$ cat src/rtl/seed_req_arbiter_pkg.sv
// Shared constants for the SEED128 request arbiter: FSM encoding, block width,
// and the nominal core latency.
package seed_req_arbiter_pkg;

    localparam logic [1:0] ST_IDLE  = 2'h0;
    localparam logic [1:0] ST_ISSUE = 2'h1;
    localparam logic [1:0] ST_WAIT  = 2'h2;
    localparam logic [1:0] ST_RESP  = 2'h3;

    localparam int BLK_W    = 128;
    localparam int CORE_LAT = 18;

endpackage

$ cat src/rtl/seed_rr_pick.sv
// Combinational round-robin pick: first set request bit at or after the pointer,
// wrapping modulo NREQ (NREQ need not be a power of two).
module seed_rr_pick
    import seed_req_arbiter_pkg::*;
#(
    parameter int NREQ = 2,
    parameter int IW   = $clog2(NREQ)
) (
    input  logic [NREQ-1:0] i_Req,
    input  logic [IW-1:0]   i_Ptr,
    output logic [IW-1:0]   o_Idx,
    output logic            o_Vld
);

    logic [IW-1:0] w_Cand;

    always_comb begin
        o_Idx  = '0;
        o_Vld  = 1'b0;
        w_Cand = '0;
        // Scan farthest-first so the nearest candidate to the pointer is the last writer.
        for (int k = NREQ - 1; k >= 0; k--) begin
            w_Cand = IW'((int'(i_Ptr) + k) % NREQ);
            if (i_Req[w_Cand]) begin
                o_Idx = w_Cand;
                o_Vld = 1'b1;
            end
        end
    end

endmodule

$ cat src/rtl/seed_req_arbiter.sv
// Shares one SEED128 core among NREQ requesters: round-robin pick, operand latch,
// start pulse, done/timeout wait, and a one-cycle response to the owner.
module seed_req_arbiter
    import seed_req_arbiter_pkg::*;
#(
    parameter int NREQ    = 2,
    parameter int TIMEOUT = 32,
    parameter int CW      = 6
) (
    input  logic                  i_Clk,
    input  logic                  i_Rst,
    input  logic [NREQ-1:0]       i_Req,
    input  logic [NREQ*BLK_W-1:0] i_Text,
    input  logic [NREQ*BLK_W-1:0] i_Key,
    input  logic [NREQ-1:0]       i_Dec,
    output logic [NREQ-1:0]       o_Gnt,
    output logic [NREQ-1:0]       o_Done,
    output logic [BLK_W-1:0]      o_Text,
    output logic                  o_Err,
    output logic                  o_Busy,
    output logic                  o_Core_fStart,
    output logic [BLK_W-1:0]      o_Core_Text,
    output logic [BLK_W-1:0]      o_Core_Key,
    output logic                  o_Core_Dec,
    input  logic [BLK_W-1:0]      i_Core_Text,
    input  logic                  i_Core_fDone
);

    localparam int              IW  = $clog2(NREQ);
    localparam logic [NREQ-1:0] ONE = NREQ'(1);

    logic [1:0]       r_State;
    logic [IW-1:0]    r_Ptr;
    logic [IW-1:0]    r_Idx;
    logic [CW-1:0]    r_Timer;
    logic [NREQ-1:0]  r_Gnt;
    logic [NREQ-1:0]  r_Done;
    logic [BLK_W-1:0] r_Text;
    logic             r_Err;
    logic             r_Busy;
    logic             r_fStart;
    logic [BLK_W-1:0] r_CoreText;
    logic [BLK_W-1:0] r_CoreKey;
    logic             r_CoreDec;

    logic [IW-1:0]    w_Win;
    logic             w_WinVld;
    logic [BLK_W-1:0] w_SelText;
    logic [BLK_W-1:0] w_SelKey;
    logic             w_SelDec;
    logic [CW-1:0]    w_TimerNxt;
    logic             w_Timeout;

    seed_rr_pick #(.NREQ(NREQ), .IW(IW)) u_pick (
        .i_Req (i_Req),
        .i_Ptr (r_Ptr),
        .o_Idx (w_Win),
        .o_Vld (w_WinVld)
    );

    always_comb begin
        w_SelText = '0;
        w_SelKey  = '0;
        w_SelDec  = 1'b0;
        for (int k = 0; k < NREQ; k++) begin
            if (w_Win == IW'(k)) begin
                w_SelText = i_Text[k*BLK_W +: BLK_W];
                w_SelKey  = i_Key[k*BLK_W +: BLK_W];
                w_SelDec  = i_Dec[k];
            end
        end
    end

    assign w_TimerNxt = r_Timer + CW'(1);
    assign w_Timeout  = (w_TimerNxt == CW'(TIMEOUT - 1));

    always_ff @(posedge i_Clk) begin
        if (i_Rst) begin
            r_State    <= ST_IDLE;
            r_Ptr      <= '0;
            r_Idx      <= '0;
            r_Timer    <= '0;
            r_Gnt      <= '0;
            r_Done     <= '0;
            r_Text     <= '0;
            r_Err      <= 1'b0;
            r_Busy     <= 1'b0;
            r_fStart   <= 1'b0;
            r_CoreText <= '0;
            r_CoreKey  <= '0;
            r_CoreDec  <= 1'b0;
        end else begin
            r_Gnt    <= '0;
            r_fStart <= 1'b0;
            r_Done   <= '0;
            case (r_State)
                ST_IDLE: begin
                    if (w_WinVld) begin
                        r_Idx      <= w_Win;
                        r_CoreText <= w_SelText;
                        r_CoreKey  <= w_SelKey;
                        r_CoreDec  <= w_SelDec;
                        r_Gnt      <= ONE << w_Win;
                        r_fStart   <= 1'b1;
                        r_Busy     <= 1'b1;
                        r_State    <= ST_ISSUE;
                    end
                end
                ST_ISSUE: begin
                    r_Timer <= '0;
                    r_State <= ST_WAIT;
                end
                ST_WAIT: begin
                    r_Timer <= w_TimerNxt;
                    // Done is checked first so it wins a tie with the watchdog.
                    if (i_Core_fDone) begin
                        r_Text  <= i_Core_Text;
                        r_Err   <= 1'b0;
                        r_Done  <= ONE << r_Idx;
                        r_State <= ST_RESP;
                    end else if (w_Timeout) begin
                        r_Text  <= '0;
                        r_Err   <= 1'b1;
                        r_Done  <= ONE << r_Idx;
                        r_State <= ST_RESP;
                    end
                end
                ST_RESP: begin
                    r_Text  <= '0;
                    r_Err   <= 1'b0;
                    r_Ptr   <= (r_Idx == IW'(NREQ - 1)) ? '0 : r_Idx + IW'(1);
                    r_Busy  <= 1'b0;
                    r_State <= ST_IDLE;
                end
                default: r_State <= ST_IDLE;
            endcase
        end
    end

    assign o_Gnt         = r_Gnt;
    assign o_Done        = r_Done;
    assign o_Text        = r_Text;
    assign o_Err         = r_Err;
    assign o_Busy        = r_Busy;
    assign o_Core_fStart = r_fStart;
    assign o_Core_Text   = r_CoreText;
    assign o_Core_Key    = r_CoreKey;
    assign o_Core_Dec    = r_CoreDec;

endmodule

$ cat config.mk
export PLATFORM = sky130hd
export DESIGN_NAME = seed_req_arbiter
export DESIGN_NICKNAME = d
export VERILOG_FILES = /design/src/rtl/seed_req_arbiter_pkg.sv /design/src/rtl/seed_rr_pick.sv /design/src/rtl/seed_req_arbiter.sv
export SDC_FILE = /design/constraint.sdc
export NUM_CORES = 1
export LEC_CHECK = 0
export ABC_AREA = 1
export BUFFER_PORTS_ARGS = -buffer_cell sky130_fd_sc_hd__buf_2
export CORE_AREA = 2 2 401 403
export DETAILED_ROUTE_END_ITERATION = 10
export DIE_AREA = 0 0 403 405
export GPL_ROUTABILITY_DRIVEN = 0
export PLACE_DENSITY = 0.3
export REMOVE_ABC_BUFFERS = 1
export SKIP_LAST_GASP = 1
export SYNTH_ARGS = -nofsm -noshare
export SYNTH_HDL_FRONTEND = slang
export SYNTH_SLANG_ARGS = --single-unit
$ cat constraint.sdc
create_clock -name i_Clk -period 4.2 [get_ports i_Clk]
set_input_delay 0.63 -clock i_Clk [delete_from_list [all_inputs] [get_ports i_Clk]]
set_output_delay 0.63 -clock i_Clk [all_outputs]
set_load 0.01 [all_outputs]
==> run_summary.xml <==
<?xml version="1.0" encoding="UTF-8"?>
<metrics>
  <group name="outcome">
    <metric name="outcome" unit="">finished, final reports clean</metric>
  </group>
  <group name="placed_design">
    <metric name="placement.cell_area" unit="mm²">0.02371</metric>
    <metric name="place_worst_setup_slack" unit="ns">1.541</metric>
    <metric name="port_buffers" unit="">1038</metric>
    <metric name="dp.final_hpwl" unit="µm">86170</metric>
  </group>
  <group name="worst_hold_path">
    <metric name="hold_end" unit="">o_Core_Key[71]$_SDFFE_PP0P_</metric>
    <metric name="hold-path-cell-count" unit="">3</metric>
    <metric name="worstHoldStart" unit="">i_Key[199]</metric>
    <metric name="timing.hold.worst.class" unit="">input pin to flip-flop</metric>
  </group>
  <group name="yosys">
    <metric name="synth_seq_cells" unit="">402</metric>
    <metric name="synth_cells" unit="">2333</metric>
    <metric name="synth_warnings" unit="">0</metric>
    <metric name="synth_sequential_area_ratio" unit="">0.4967</metric>
    <metric name="syn_avg_cell_area" unit="µm²">6.945</metric>
    <metric name="cell_area_synth" unit="mm²">0.01620</metric>
    <metric name="ys_types" unit="">21</metric>
  </group>
  <group name="setup_path">
    <metric name="crit-reg2reg-launch" unit="">r_Timer[1]$_SDFFE_PP0P_</metric>
    <metric name="worst_r2r_path_depth" unit="">9</metric>
    <metric name="worst-endpoint-arrival" unit="ns">3.04</metric>
    <metric name="setup.reg_to_reg.worst_slack" unit="ns">1.68</metric>
    <metric name="startpoint" unit="">r_Timer[1]$_SDFFE_PP0P_</metric>
    <metric name="regToRegEndpoint" unit="">o_Text[39]$_SDFFE_PP0P_</metric>
    <metric name="critPathRequiredTime" unit="ns">4.73</metric>
    <metric name="critical_path.startpoint_type" unit="">flip-flop</metric>
    <metric name="setup.worst_path.class" unit="">flip-flop to flip-flop</metric>
    <metric name="setup_crit_end_kind" unit="">flip-flop</metric>
    <metric name="worst-path-max-fanout" unit="">73</metric>
  </group>
  <group name="die">
    <metric name="die_x" unit="µm">403</metric>
    <metric name="start_util" unit="">0.1017</metric>
    <metric name="die_area" unit="mm²">0.1632</metric>
    <metric name="core_area" unit="mm²">0.1593</metric>
    <metric name="design.portCount" unit="">1039</metric>
    <metric name="rows" unit="">147</metric>
    <metric name="die_height" unit="µm">405</metric>
  </group>
  <group name="detailed_routing">
    <metric name="final_antenna_net_count" unit="">0</metric>
    <metric name="wirelength" unit="µm">108800</metric>
    <metric name="detailedRoute.firstPassIterationCount" unit="">5</metric>
    <metric name="detail_route.iter0.violations" unit="">847</metric>
    <metric name="dr_total_vias" unit="">19300</metric>
    <metric name="wire_length_per_cell" unit="µm">20.00</metric>
    <metric name="remaining_drc_errors" unit="">0</metric>
    <metric name="avgViaCountPerCell" unit="">3.549</metric>
  </group>
  <group name="sta">
    <metric name="min_period" unit="ns">2.516</metric>
    <metric name="report.final.setup_viol" unit="">0</metric>
    <metric name="setup_skew_after_layout" unit="ns">0.03126</metric>
    <metric name="slew_headroom" unit="">0.4749</metric>
    <metric name="worst-slew-pin-transition" unit="ns">0.7876</metric>
    <metric name="hold_violations" unit="">0</metric>
    <metric name="final_max_slew_viol_count" unit="">0</metric>
    <metric name="finalWorstSetupSlack" unit="ns">1.684</metric>
    <metric name="setup-tns-final" unit="ns">0</metric>
    <metric name="rsz_0062_raised_after_global_routing" unit="">no</metric>
    <metric name="final.period_utilization" unit="">0.5991</metric>
    <metric name="maximum_clock_frequency" unit="MHz">397.5</metric>
  </group>
  <group name="layout">
    <metric name="finish.utilization" unit="">0.1613</metric>
    <metric name="syn_to_final_growth" unit="%">58.58</metric>
    <metric name="final_common_cell" unit="">nand2_1</metric>
    <metric name="layout.cell_area.non_filler" unit="mm²">0.02569</metric>
    <metric name="finish.net_count" unit="">3954</metric>
    <metric name="drive_gt1_frac" unit="">0.3520</metric>
    <metric name="layout.cells.most_common_list" unit="">1054 x nand2_1, 1038 x buf_2, 402 x dfxtp_1</metric>
  </group>
  <group name="global_route">
    <metric name="via_count_of_the_first_global_routing_pass" unit="">19090</metric>
    <metric name="gr-usage-all-layers" unit="">0.1260</metric>
    <metric name="grt-ovfl-total" unit="">0</metric>
    <metric name="grt_start_max_net_pins" unit="">135</metric>
    <metric name="grt_pass1_wl" unit="µm">146800</metric>
    <metric name="grt_antenna_before_repair" unit="">67</metric>
  </group>
  <group name="clock_tree">
    <metric name="cts_hold_repair.buffers" unit="">0</metric>
    <metric name="cts_setup_buffers" unit="">0</metric>
    <metric name="post_cts_resize_count" unit="">0</metric>
    <metric name="htreeDepth" unit="">2</metric>
    <metric name="ctsRootBufferMaster" unit="">clkbuf_16</metric>
    <metric name="clock-sinks" unit="">402</metric>
    <metric name="cts_inserted_buffers" unit="">57</metric>
    <metric name="tritoncts" unit="">done</metric>
    <metric name="path_clk_slew" unit="ns">0.06</metric>
    <metric name="clockBufferDepth" unit="">3</metric>
    <metric name="worstSkewPairLatency" unit="ns">0.66</metric>
  </group>
  <group name="run">
    <metric name="drv.max_cap_violation_count" unit="">0</metric>
  </group>
  <group name="power">
    <metric name="ir_worst_vdd" unit="µV">296.2</metric>
    <metric name="static-leakage-power" unit="nW">12.55</metric>
    <metric name="cellPowerDensity" unit="mW/mm²">684.7</metric>
  </group>
</metrics>
[stage by stage]
step                      power (mW)  hold WS (ns)  instances
after CTS                      18.11       0.09325       5430
after global routing           18.86        0.1258       5434
after detailed placement       12.73        0.4495       5328
after global placement         12.74        0.4492       5328
after floorplan                9.306        0.4132       2163
final                          17.59        0.1660       5438
[state kept, by name (all words and copies together), names as in the netlist, 2 cells and up]
| name | flops |
|---|---|
| o_Core_Key | 128 |
| o_Core_Text | 128 |
| o_Done | 2 |
| o_Gnt | 2 |
| o_Text | 128 |
| r_State | 2 |
| r_Timer | 6 |
[synth_stat cells]
| cell type | number | area, µm² |
|---|---|---|
| ha_1 | 6 | 75.07 |
| o21ai_0 | 4 | 20.02 |
| a21oi_1 | 137 | 685.7 |
| buf_1 | 17 | 63.81 |
| or2_2 | 2 | 12.51 |
| a2bb2oi_1 | 1 | 8.760 |
| xnor2_1 | 1 | 8.760 |
| buf_6 | 7 | 78.83 |
| a221oi_1 | 1 | 8.760 |
| clkinv_1 | 3 | 11.26 |
| inv_2 | 1 | 3.750 |
| nand2_1 | 1054 | 3956 |
| clkbuf_1 | 97 | 364.1 |
| inv_1 | 14 | 52.55 |
| nand3_1 | 395 | 1977 |
| nor2_1 | 139 | 521.8 |
| buf_2 | 35 | 175.2 |
| dfxtp_1 | 402 | 8048 |
| nand4_1 | 1 | 6.260 |
| nand3_2 | 2 | 20.02 |
| buf_4 | 14 | 105.1 |
[worst max path at each step]
stage                              endpoint  slack [ns]  cells past startpoint
2_1_floorplan           o_Gnt[1]$_SDFF_PP0_       -1.69                      4
3_3_place_gp   o_Core_Key[107]$_SDFFE_PP0P_        1.48                      7
3_5_place_dp    o_Core_Key[19]$_SDFFE_PP0P_        1.54                      7
4_1_cts             o_Text[38]$_SDFFE_PP0P_        1.63                      8
5_1_grt            o_Text[113]$_SDFFE_PP0P_        1.45                      9
6_report            o_Text[39]$_SDFFE_PP0P_        1.68                      9
[final cells by class]
class | instances | area [µm²]
Clock inverter | 15 | 256.5
Timing Repair Buffer | 1079 | 5640
Multi-Input combinational cell | 1743 | 7318
Inverter | 18 | 92.59
Tap cell | 2086 | 2610
Sequential cell | 402 | 8048
Fill cell | 18720 | 133600
Antenna cell | 8 | 20.02
Clock buffer | 87 | 1709
[report_power, final]
group / switching (mW) / internal (mW) / leakage (nW)
logic: 4.20 / 2.32 / 8.29
registers: 0.800 / 5.10 / 3.31
clock network: 2.03 / 3.15 / 0.959
total: 7.03 / 10.6 / 12.6
[per-layer routing]
layer  track usage  wire length (µm)  share of wire
met1        0.1353             41020           0.38
met5             0               560         0.0051
met3       0.05522             10430          0.096
met4       0.04251              3625          0.033
met2        0.2197             53140           0.49
[critical path: stages (launching register included)]
cell     delay (ns)
dfxtp_1        0.42
ha_1           0.23
nand3_1        0.10
xnor2_1        0.25
nand3_2        0.15
nand3_4        0.48
buf_12         0.37
nand3_1        0.14
nand2_1        0.08
nor2_1         0.05
[logic make-up (layout without fill, tap and decap cells)]
group / Yosys count / count (layout) / share of synthesized area
and+or+nand+nor: 1593 / 1593 / 0.4008
DFF: 402 / 402 / 0.4967
buffers and inverters: 188 / 1199 / 0.05274
AOI/OAI and AO/OA: 143 / 143 / 0.04463
adders and majority gates: 6 / 6 / 0.004633
xor gates and xnor gates: 1 / 1 / 0.0005406
other: 0 / 8 / 0
No activity file was read; power rests on OpenSTA's default activity.
